==> src/rtl/noc_pkg.sv <==
// Shared definitions for the mesh network interface blocks.
//   FLIT_W / LOC_W : flit and tile-address widths
//   flit_t         : single-flit packet layout {dest, payload}
//   loc_legal()    : an address is legal when each nibble is one-hot
//   ERR_*          : bit positions inside the sticky error vector
package noc_pkg;

  localparam int FLIT_W = 16;
  localparam int LOC_W  = 8;

  typedef struct packed {
    logic [7:0] dest;
    logic [7:0] payload;
  } flit_t;

  localparam int ERR_RX_OVERFLOW   = 0;
  localparam int ERR_MISROUTE      = 1;
  localparam int ERR_CREDIT_OVERFL = 2;
  localparam int ERR_BAD_DEST      = 3;

  // X lives in [7:4], Y in [3:0]; each must have exactly one bit set.
  function automatic logic loc_legal(input logic [LOC_W-1:0] loc);
    logic [3:0] x;
    logic [3:0] y;
    x = loc[7:4];
    y = loc[3:0];
    return (x != 4'd0) && ((x & (x - 4'd1)) == 4'd0) &&
           (y != 4'd0) && ((y & (y - 4'd1)) == 4'd0);
  endfunction

endpackage

==> src/rtl/noc_sync_fifo.sv <==
// Synchronous show-ahead FIFO.
//   clk, rst    : clock, synchronous active-high reset
//   push, din   : write request and data (ignored while full unless popping)
//   pop, dout   : read request; dout always shows the head entry
//   full, empty : occupancy flags
// DEPTH must be a power of 2; pointers carry one extra MSB so that
// full and empty can be told apart when the index bits match.
module noc_sync_fifo #(
  parameter int WIDTH = 16,
  parameter int DEPTH = 4
) (
  input  logic             clk,
  input  logic             rst,
  input  logic             push,
  input  logic             pop,
  input  logic [WIDTH-1:0] din,
  output logic [WIDTH-1:0] dout,
  output logic             full,
  output logic             empty
);

  localparam int AW = $clog2(DEPTH);

  logic [WIDTH-1:0] mem [DEPTH];
  logic [AW:0]      wr_ptr;
  logic [AW:0]      rd_ptr;
  logic             wr_en;
  logic             rd_en;

  assign empty = (wr_ptr == rd_ptr);
  assign full  = (wr_ptr[AW] != rd_ptr[AW]) && (wr_ptr[AW-1:0] == rd_ptr[AW-1:0]);
  assign rd_en = pop & ~empty;
  // A pop frees the slot this cycle, so a simultaneous push is accepted
  // even when full.
  assign wr_en = push & (~full | rd_en);
  assign dout  = mem[rd_ptr[AW-1:0]];

  // NOTE: storage is not reset; validity is tracked solely by the pointers,
  // and leaving the array out of reset lets it map onto plain RAM/flops.
  always_ff @(posedge clk) begin
    if (wr_en) mem[wr_ptr[AW-1:0]] <= din;
  end

  // NOTE: sequential state always uses <= so every flop samples the
  // pre-edge values regardless of statement order.
  always_ff @(posedge clk) begin
    if (rst) begin
      wr_ptr <= '0;
      rd_ptr <= '0;
    end else begin
      if (wr_en) wr_ptr <= wr_ptr + 1'b1;
      if (rd_en) rd_ptr <= rd_ptr + 1'b1;
    end
  end

endmodule

==> src/rtl/noc_local_ni.sv <==
// Network interface for one tile's local router port.
//   tx_*        : client request -> single-flit packet injected on noc_flit_o
//   rx_*        : show-ahead RX FIFO of flits ejected by the router
//   noc_*_o/_i  : router local port (flit, valid, credit return)
//   credits_o   : TX credits currently held toward the router
//   err_o       : sticky {bad_dest, credit_overflow, misroute, rx_overflow}
module noc_local_ni
  import noc_pkg::*;
#(
  parameter logic [7:0] LOCATION   = 8'b0001_0001,
  parameter int         TX_CREDITS = 4,
  parameter int         RX_DEPTH   = 4
) (
  input  logic                              clk,
  input  logic                              rst,
  input  logic [7:0]                        tx_dest,
  input  logic [7:0]                        tx_payload,
  input  logic                              tx_valid,
  output logic                              tx_ready,
  output logic [15:0]                       rx_flit,
  output logic                              rx_valid,
  input  logic                              rx_ready,
  output logic [15:0]                       noc_flit_o,
  output logic                              noc_valid_o,
  input  logic                              noc_incr_i,
  input  logic [15:0]                       noc_flit_i,
  input  logic                              noc_valid_i,
  output logic                              noc_incr_o,
  output logic [$clog2(TX_CREDITS+1)-1:0]   credits_o,
  output logic [3:0]                        err_o
);

  localparam int CW = $clog2(TX_CREDITS + 1);
  localparam int PW = $clog2(RX_DEPTH + 1);

  // ---------------------------------------------------------------- TX path
  logic [CW-1:0] credits;
  logic          credits_full;
  logic          tx_accept;
  logic          tx_send;
  logic          tx_bad;
  logic          credit_ovf;
  flit_t         tx_flit;

  assign tx_ready       = (credits != '0);
  assign tx_accept      = tx_valid & tx_ready;
  assign tx_send        = tx_accept & loc_legal(tx_dest);
  // Illegal destinations are consumed (handshake completes) but never sent.
  assign tx_bad         = tx_accept & ~loc_legal(tx_dest);
  assign credits_full   = (credits == CW'(TX_CREDITS));
  assign credit_ovf     = noc_incr_i & ~tx_send & credits_full;
  assign tx_flit.dest    = tx_dest;
  assign tx_flit.payload = tx_payload;
  assign credits_o      = credits;

  always_ff @(posedge clk) begin
    if (rst) begin
      credits     <= CW'(TX_CREDITS);
      noc_valid_o <= 1'b0;
      noc_flit_o  <= '0;
    end else begin
      noc_valid_o <= tx_send;
      if (tx_send) noc_flit_o <= tx_flit;
      // Send and credit return in the same cycle cancel out.
      case ({tx_send, noc_incr_i})
        2'b10:   credits <= credits - CW'(1);
        2'b01:   if (!credits_full) credits <= credits + CW'(1);
        default: credits <= credits;
      endcase
    end
  end

  // ---------------------------------------------------------------- RX path
  flit_t         rx_in;
  logic          rx_match;
  logic          misroute;
  logic          rx_pop;
  logic          rx_push;
  logic          rx_overflow;
  logic          fifo_full;
  logic          fifo_empty;
  logic [15:0]   fifo_dout;
  logic [PW-1:0] pending;
  logic [PW-1:0] pending_next;

  assign rx_in       = noc_flit_i;
  assign rx_match    = noc_valid_i & (rx_in.dest == LOCATION);
  assign misroute    = noc_valid_i & (rx_in.dest != LOCATION);
  assign rx_pop      = ~fifo_empty & rx_ready;
  assign rx_push     = rx_match & (~fifo_full | rx_pop);
  assign rx_overflow = rx_match & fifo_full & ~rx_pop;

  noc_sync_fifo #(
    .WIDTH (FLIT_W),
    .DEPTH (RX_DEPTH)
  ) u_rx_fifo (
    .clk   (clk),
    .rst   (rst),
    .push  (rx_push),
    .pop   (rx_pop),
    .din   (noc_flit_i),
    .dout  (fifo_dout),
    .full  (fifo_full),
    .empty (fifo_empty)
  );

  assign rx_valid = ~fifo_empty;
  // Storage is not reset, so mask the head while nothing valid is there.
  assign rx_flit  = fifo_empty ? '0 : fifo_dout;

  // Credits owed to the router: one per slot freed by a pop, one per
  // misrouted flit discarded; returned one per cycle.
  assign pending_next = pending + PW'(rx_pop) + PW'(misroute) - PW'(noc_incr_o);

  always_ff @(posedge clk) begin
    if (rst) begin
      pending    <= '0;
      noc_incr_o <= 1'b0;
    end else begin
      pending    <= pending_next;
      // Pulse again only if credits remain beyond the one being returned now.
      noc_incr_o <= (pending != PW'(noc_incr_o));
    end
  end

  // --------------------------------------------------------------- errors
  logic [3:0] err_set;

  // NOTE: every always_comb output gets a default first, so no path can
  // leave it unassigned and infer a latch.
  always_comb begin
    err_set                    = '0;
    err_set[ERR_RX_OVERFLOW]   = rx_overflow;
    err_set[ERR_MISROUTE]      = misroute;
    err_set[ERR_CREDIT_OVERFL] = credit_ovf;
    err_set[ERR_BAD_DEST]      = tx_bad;
  end

  always_ff @(posedge clk) begin
    if (rst) err_o <= '0;
    else     err_o <= err_o | err_set;
  end

endmodule

==> config.mk <==
export PLATFORM = sky130hd
export DESIGN_NAME = noc_local_ni
export DESIGN_NICKNAME = d
export VERILOG_FILES = /design/src/rtl/noc_pkg.sv /design/src/rtl/noc_sync_fifo.sv /design/src/rtl/noc_local_ni.sv
export SDC_FILE = /design/constraint.sdc
export NUM_CORES = 1
export LEC_CHECK = 0
export ABC_AREA = 1
export CAP_MARGIN = 5
export CORE_MARGIN = 1
export CORE_UTILIZATION = 58
export CTS_BUF_LIST = sky130_fd_sc_hd__clkbuf_8
export DETAILED_ROUTE_END_ITERATION = 6
export PLACE_DENSITY = 0.95
export SLEW_MARGIN = 20
export SYNTH_ARGS = -nofsm -noshare
export SYNTH_HDL_FRONTEND = slang
export SYNTH_SLANG_ARGS = --single-unit
==> constraint.sdc <==
create_clock -name clk -period 4.3 [get_ports clk]
set_input_delay 0.43 -clock clk [delete_from_list [all_inputs] [get_ports clk]]
set_output_delay 0.43 -clock clk [all_outputs]
set_load 0.01 [all_outputs]
Word level (Yosys, flattened, before mapping)
Memory sizes are Yosys's and may differ from the RTL's. A register that Yosys moved wholly into a read port is not among the register bits. Index checks and enable logic that the tools add are counted.

Add/sub/neg operators: 9. Equality and inequality tests: 10. Muxes and demuxes: 7. Bitwise gates (word level): 23. Reductions and logical operators: 11.

Operators by type and width (number): $mux 16 (1); $and 1x1->1 (13); $add 3x1->3 const B (3); $and 4x4->4 (2); $eq 8x5->1 const B (1); $logic_not 4->1 (2); $ne 8x5->1 const B (1); $reduce_bool 4->1 (2); $sub 4x1->4 const B (2); $add 3x1->3 (2); $pmux 3 s2 (1); $not 1->1 (5); $logic_and 1x1->1 (4); $mux 2 (2); $or 4x4->4 (1); $eq 3x3->1 (1); $eq 3x3->1 const B (1); $mux 3 (1); $ne 3x1->1 (1); $reduce_bool 3->1 (1); $sub 3x1->3 (1); $sub 3x1->3 const B (1); $eq 2x1->1 const B (1); $eq 2x2->1 (1); 7 further kinds (9).

Register bits after elaboration: 34. RAM bits: 64. Output and inout port bits: 43. Memories: 1.

Memory list: u_rx_fifo.mem (words 4, bits a word 16, read ports 1, clocked after memory_dff 1, wr ports 1, RTL line noc_sync_fifo.sv:24) `logic [WIDTH-1:0] mem [DEPTH];`.

Longest topological paths before layout
Depth after elaboration: 11. Mapped depth: 14. Depth with buffers taken out: 14.

Hierarchy
A second synthesis with hierarchy kept.

Cells, all modules: 428. Area total of the unflattened synthesis: 4336.7 um^2.

Modules (own cells, without submodules): noc_sync_fifo (times used 1, cells an instance 220, area each 2815.2 um^2); noc_local_ni (times used 1, cells an instance 208, area each 1521.5 um^2).

Worst setup path before layout
OpenSTA, ideal clock, no wires.

Kind: register -> register. Start point: register u_rx_fifo.rd_ptr[0]. End point: register pending[2]. Setup time: 0.070 ns. Arrival time: 2.124 ns. Required time: 4.230 ns. Path slack: 2.106 ns. Cell stages (with the launch flop): 12. Buffers on the path: 0. Cell sequence: dfxtp_1 xor2_1 a21oi_4 nand2_4 nand2_4 ha_1 inv_1 fa_1 fa_1 inv_1 o21ai_0 a21oi_1.

Longest elaborated chain between the ends: 6.

Ends and longest elaborated chain: from (decl) (RTL line noc_sync_fifo.sv:26) `logic [AW:0] rd_ptr;`; from (signal assigned) (RTL line noc_sync_fifo.sv:52) `if (rd_en) rd_ptr <= rd_ptr + 1'b1;`; $eq 3x3->1 (RTL line noc_sync_fifo.sv:30) `assign empty = (wr_ptr == rd_ptr);`; $not 1->1 (RTL line noc_local_ni.sv:89) `assign rx_pop = ~fifo_empty & rx_ready;`; $and 1x1->1 (RTL line noc_local_ni.sv:89); $add 3x1->3 (2 in series) (RTL line noc_local_ni.sv:113) `assign pending_next = pending + PW'(rx_pop) + PW'(misroute) - PW'(noc_incr_o);`; $sub 3x1->3 (RTL line noc_local_ni.sv:113); to (signal assigned) (RTL line noc_local_ni.sv:120) `pending <= pending_next;`; to (decl) (RTL line noc_local_ni.sv:83) `logic [PW-1:0] pending;`.

Every way passes these cells. A chain may end at the register's enable or synchronous reset.

==> metrics.md <==
| Metric | Value |
|---|---|
| Core area | `approximately 7000 um2` |
| Sequential fraction of the synthesis area | `62.5%` |
| PD cells | `392 nW/um2` |
| Combinational power share | `approximately a fifth` |
| Yosys top cell area share | `45.4%` |
| Flop-to-flop setup slack | `1.74 ns` |
| CTS tree | `built` |
| Avg WL per Cell | `14.7 um` |
| GRT Total Usage | `24.5%` |
| Post-Route WL | `between 8000 and 9000 um` |
| Drt initial violations | `235` |
| First-pass GRT wire length | `approximately 14,000 um` |
| HP Class | `register to register` |
| Row count | `30` |
| Antenna Violating Nets Remaining | `0` |
| Synth Cell Area | `4230 um2` |
| Fill count | `between 400 and 500` |
| Hold Path Cell Cnt | `2` |
| Sw frac | `~29%` |
| Max-cap violation count | `0` |
| Xor-xnor portion of the synthesized cell area | `1.04%` |
| Die Y | `87.4 um` |
| Yosys cell types | `37` |
| Post-synthesis cell count | `~410` |
| Register-to-Register Path Depth | `11` |
| Initial antenna violation count | `0` |
| Synth Area in Simple Gates | `15.1%` |
| Avg Cell Area, Syn | `approximately 10 um2` |
| CP arrival | `2.83 ns` |
| Fin crit share | `75.9%` |
| Outcome | `completed` |
| CTS-repair resized insts | `0` |
| H-tree levels | `3` |
| Sw Pwr | `0.000604 W` |
| DR vias | `3,143` |
| Ant diodes | `0` |
| Largest net degree at the start of global routing | `34` |
| Hold Path Origin | `noc_flit_o[4]` |
| Post-CTS setup buffers | `0` |
| Vias in the first global route | `approximately 3,100` |
| TNS Setup | `0 ns` |
| Final Hold Fails | `0` |
| Root Buffer | `clkbuf_8` |
| Remaining global-route overflow | `0` |
| Reg2reg start | `u_rx_fifo.rd_ptr[0]` |
| WP data required | `3.87 ns` |
| Layout cells sized above 1 | `7.23%` |
| Crit-path max FO | `33` |
| Compound-gate portion of the synthesized area | `11.3%` |
| DP Worst Slack | `between 1 and 1.5 ns` |
| Mux cell area share after synthesis | `0%` |
| Flops & latches, synth | `100` |
| Clk_skew | `0.00602 ns` |
| # clock sinks | `100` |
| Initial Utilization | `61.2%` |
| Ranking of synthesized cells by area | `edfxtp_1 (45%), dfxtp_1 (17%), nor2_1 (6.5%), nand2_1 (5.7%), inv_1 (4.3%)` |
| Unrepaired setup endpoints after global routing | `false` |
| Min Tclk post-route | `3.26 ns` |
| Final Slew Violations | `0` |
| Die X | `87.4 um` |
| Pleak | `approximately 2.1 nW` |
| Max_slew headroom | `34.9%` |
| Clock power frac | `roughly 27%` |
| # port buffers | `80` |
| Synth async-reset ratio | `0%` |
| Largest family of logic cells by synthesized area | `simple AND/OR/NAND/NOR gates` |
| Ys flop type | `edfxtp_1` |
| Worst r2r dst | `pending[2]` |
| Kind of critical path | `register to output pin` |
| CTS Buf Count | `9` |
| Number of detailed-route iterations in the first pass | `4` |
| Ys Warns | `0` |
| Yosys top cell by area | `edfxtp_1` |
| DRC viols | `0` |
| Detailed Place HPWL | `6010 um` |
| Synth Area in Adders | `between 3 and 4%` |
| Synth-to-Final Area Change | `25.1%` |
| P_int | `approximately 0.0015 W` |
| Io pins | `81` |
| Critical Path Start Type | `register` |
| Worst min-delay path endpoint | `noc_flit_o[4]` |
| Worst setup EP type | `output pin` |
| Worst-margin pin slew | `between 0.9 and 1 ns` |
| Avg Vias per Cell | `5.29` |
| Syn nets | `458` |
| DIE AREA | `7640 um2` |
| Flop pwr share | `52.8%` |
| Clk buf depth | `2` |
| Final Setup Violations | `0` |
| Clock transition at path regs | `0.09 ns` |
| Fmax | `0.306 GHz` |
| Final Net Count | `540` |
| Latest clock arrival within the worst-skew pair | `0.36 ns` |
| EDFF count, synth | `64` |
| GPL Wtd Cong | `about 0.76` |
| Worst setup margin | `1.04 ns` |
| # hold bufs at CTS | `0` |
| Max VDD drop | `0.211 mV` |
worst max-delay path by stage:
stage	slack, ns	endpoint	depth (start not counted)
detailed placement	1.47	rx_flit[14]	7
global route	0.86	rx_flit[14]	7
finish	1.04	rx_flit[14]	7
global placement	1.58	pending[2]	11
CTS	1.01	rx_flit[14]	7
floorplan	2.11	pending[2]	11
registers in the layout (all words and copies together) (netlist names), named ones only:
name,count
noc_flit_o,16
u_rx_fifo.rd_ptr,3
pending,3
noc_valid_o,1
u_rx_fifo.wr_ptr,3
u_rx_fifo.mem,64
credits_o,3
noc_incr_o,1
err_o,4
layout by cell type (no fill, tap or decap), types with 2 or more instances in the layout:
master           netlist  routed
a21oi_1               23      23
buf_4                  1       7
clkbuf_8               0       9
clkdlybuf4s50_1        0      80
clkinv_2               1       2
clkinvlp_4             0       2
dfxtp_1               36      36
edfxtp_1              64      64
fa_1                   3       3
ha_1                   6       6
inv_1                 49      49
inv_6                  0       3
nand2_1               64      64
nand2_4                2       2
nand3_1                5       5
nor2_1                73      73
nor4_1                 2       2
o21ai_0               25      25
o21ai_1                5       5
o32ai_1               16      16
xor2_1                 4       4
metal layers:
metal  wire length, um  GRT usage, %  up-vias
met2              4510          43.7      127
met1              3400          26.8     1467
met3               763          9.10       11
met5                 0             0        -
met4                61          8.05        0
li1                  -             -     1538
cell type report:
class	count	area, um2	area share [%]
well taps	96	120	2.27
inverters	52	199	3.76
clock inverters	7	57.6	1.09
clock buffers	9	124	2.34
flip-flops and latches	100	2640	49.9
repair buffers	87	853	16.1
multi-input cells	243	1300	24.5
cell usage after synthesis, types with 2 or more instances:
library cell	n
buf_2	4
buf_6	3
ha_1	6
a21oi_1	23
nand2_1	64
nand2_4	2
inv_1	49
nor2_1	73
xor2_1	4
edfxtp_1	64
o21ai_1	5
o32ai_1	16
o21ai_0	25
dfxtp_1	36
fa_1	3
nor4_1	2
nand3_1	5
clkbuf_1	8
worst max-delay path: stages (launching register included):
cell,delay (ns)
dfxtp_1,0.33
buf_4,0.23
inv_1,0.73
nor2_1,0.09
o32ai_1,0.34
nand2_1,0.14
inv_1,0.07
clkdlybuf4s50_1,0.53
power groups by stage:
stage | clock (W) | sequential (W) | combinational, W
global placement | 0 | 0.00111 | 0.000397
floorplan | 0 | 0.00111 | 0.000242
detailed placement | 0 | 0.00111 | 0.000421
CTS | 0.000563 | 0.00109 | 0.000427
global route | 0.000601 | 0.00110 | 0.000475
finish | 0.000555 | 0.00110 | 0.000425
cell families after synthesis:
family | Yosys count
AO/OA/AOI/OAI | 76
XOR/XNOR | 5
adder cells (fa/ha/maj) | 9
buffers and inverters | 68
flip-flops | 100
AND/OR/NAND/NOR | 153
per-stage QoR:
stage / hold WS, ns / cell area (um2) / instances / total power, W / util (%)
floorplan: 0.456 / 4230 / 411 / 0.00135 / -
global placement: 0.451 / 5110 / 578 / 0.00151 / 74.0
detailed placement: 0.461 / 5110 / 578 / 0.00154 / 74.0
CTS: 0.479 / 5290 / 594 / 0.00208 / 76.6
global route: 0.502 / 5290 / 594 / 0.00218 / 76.6
finish: 0.478 / 5290 / 594 / 0.00207 / 76.6
Note: power is estimated with default switching activity, not from simulation.
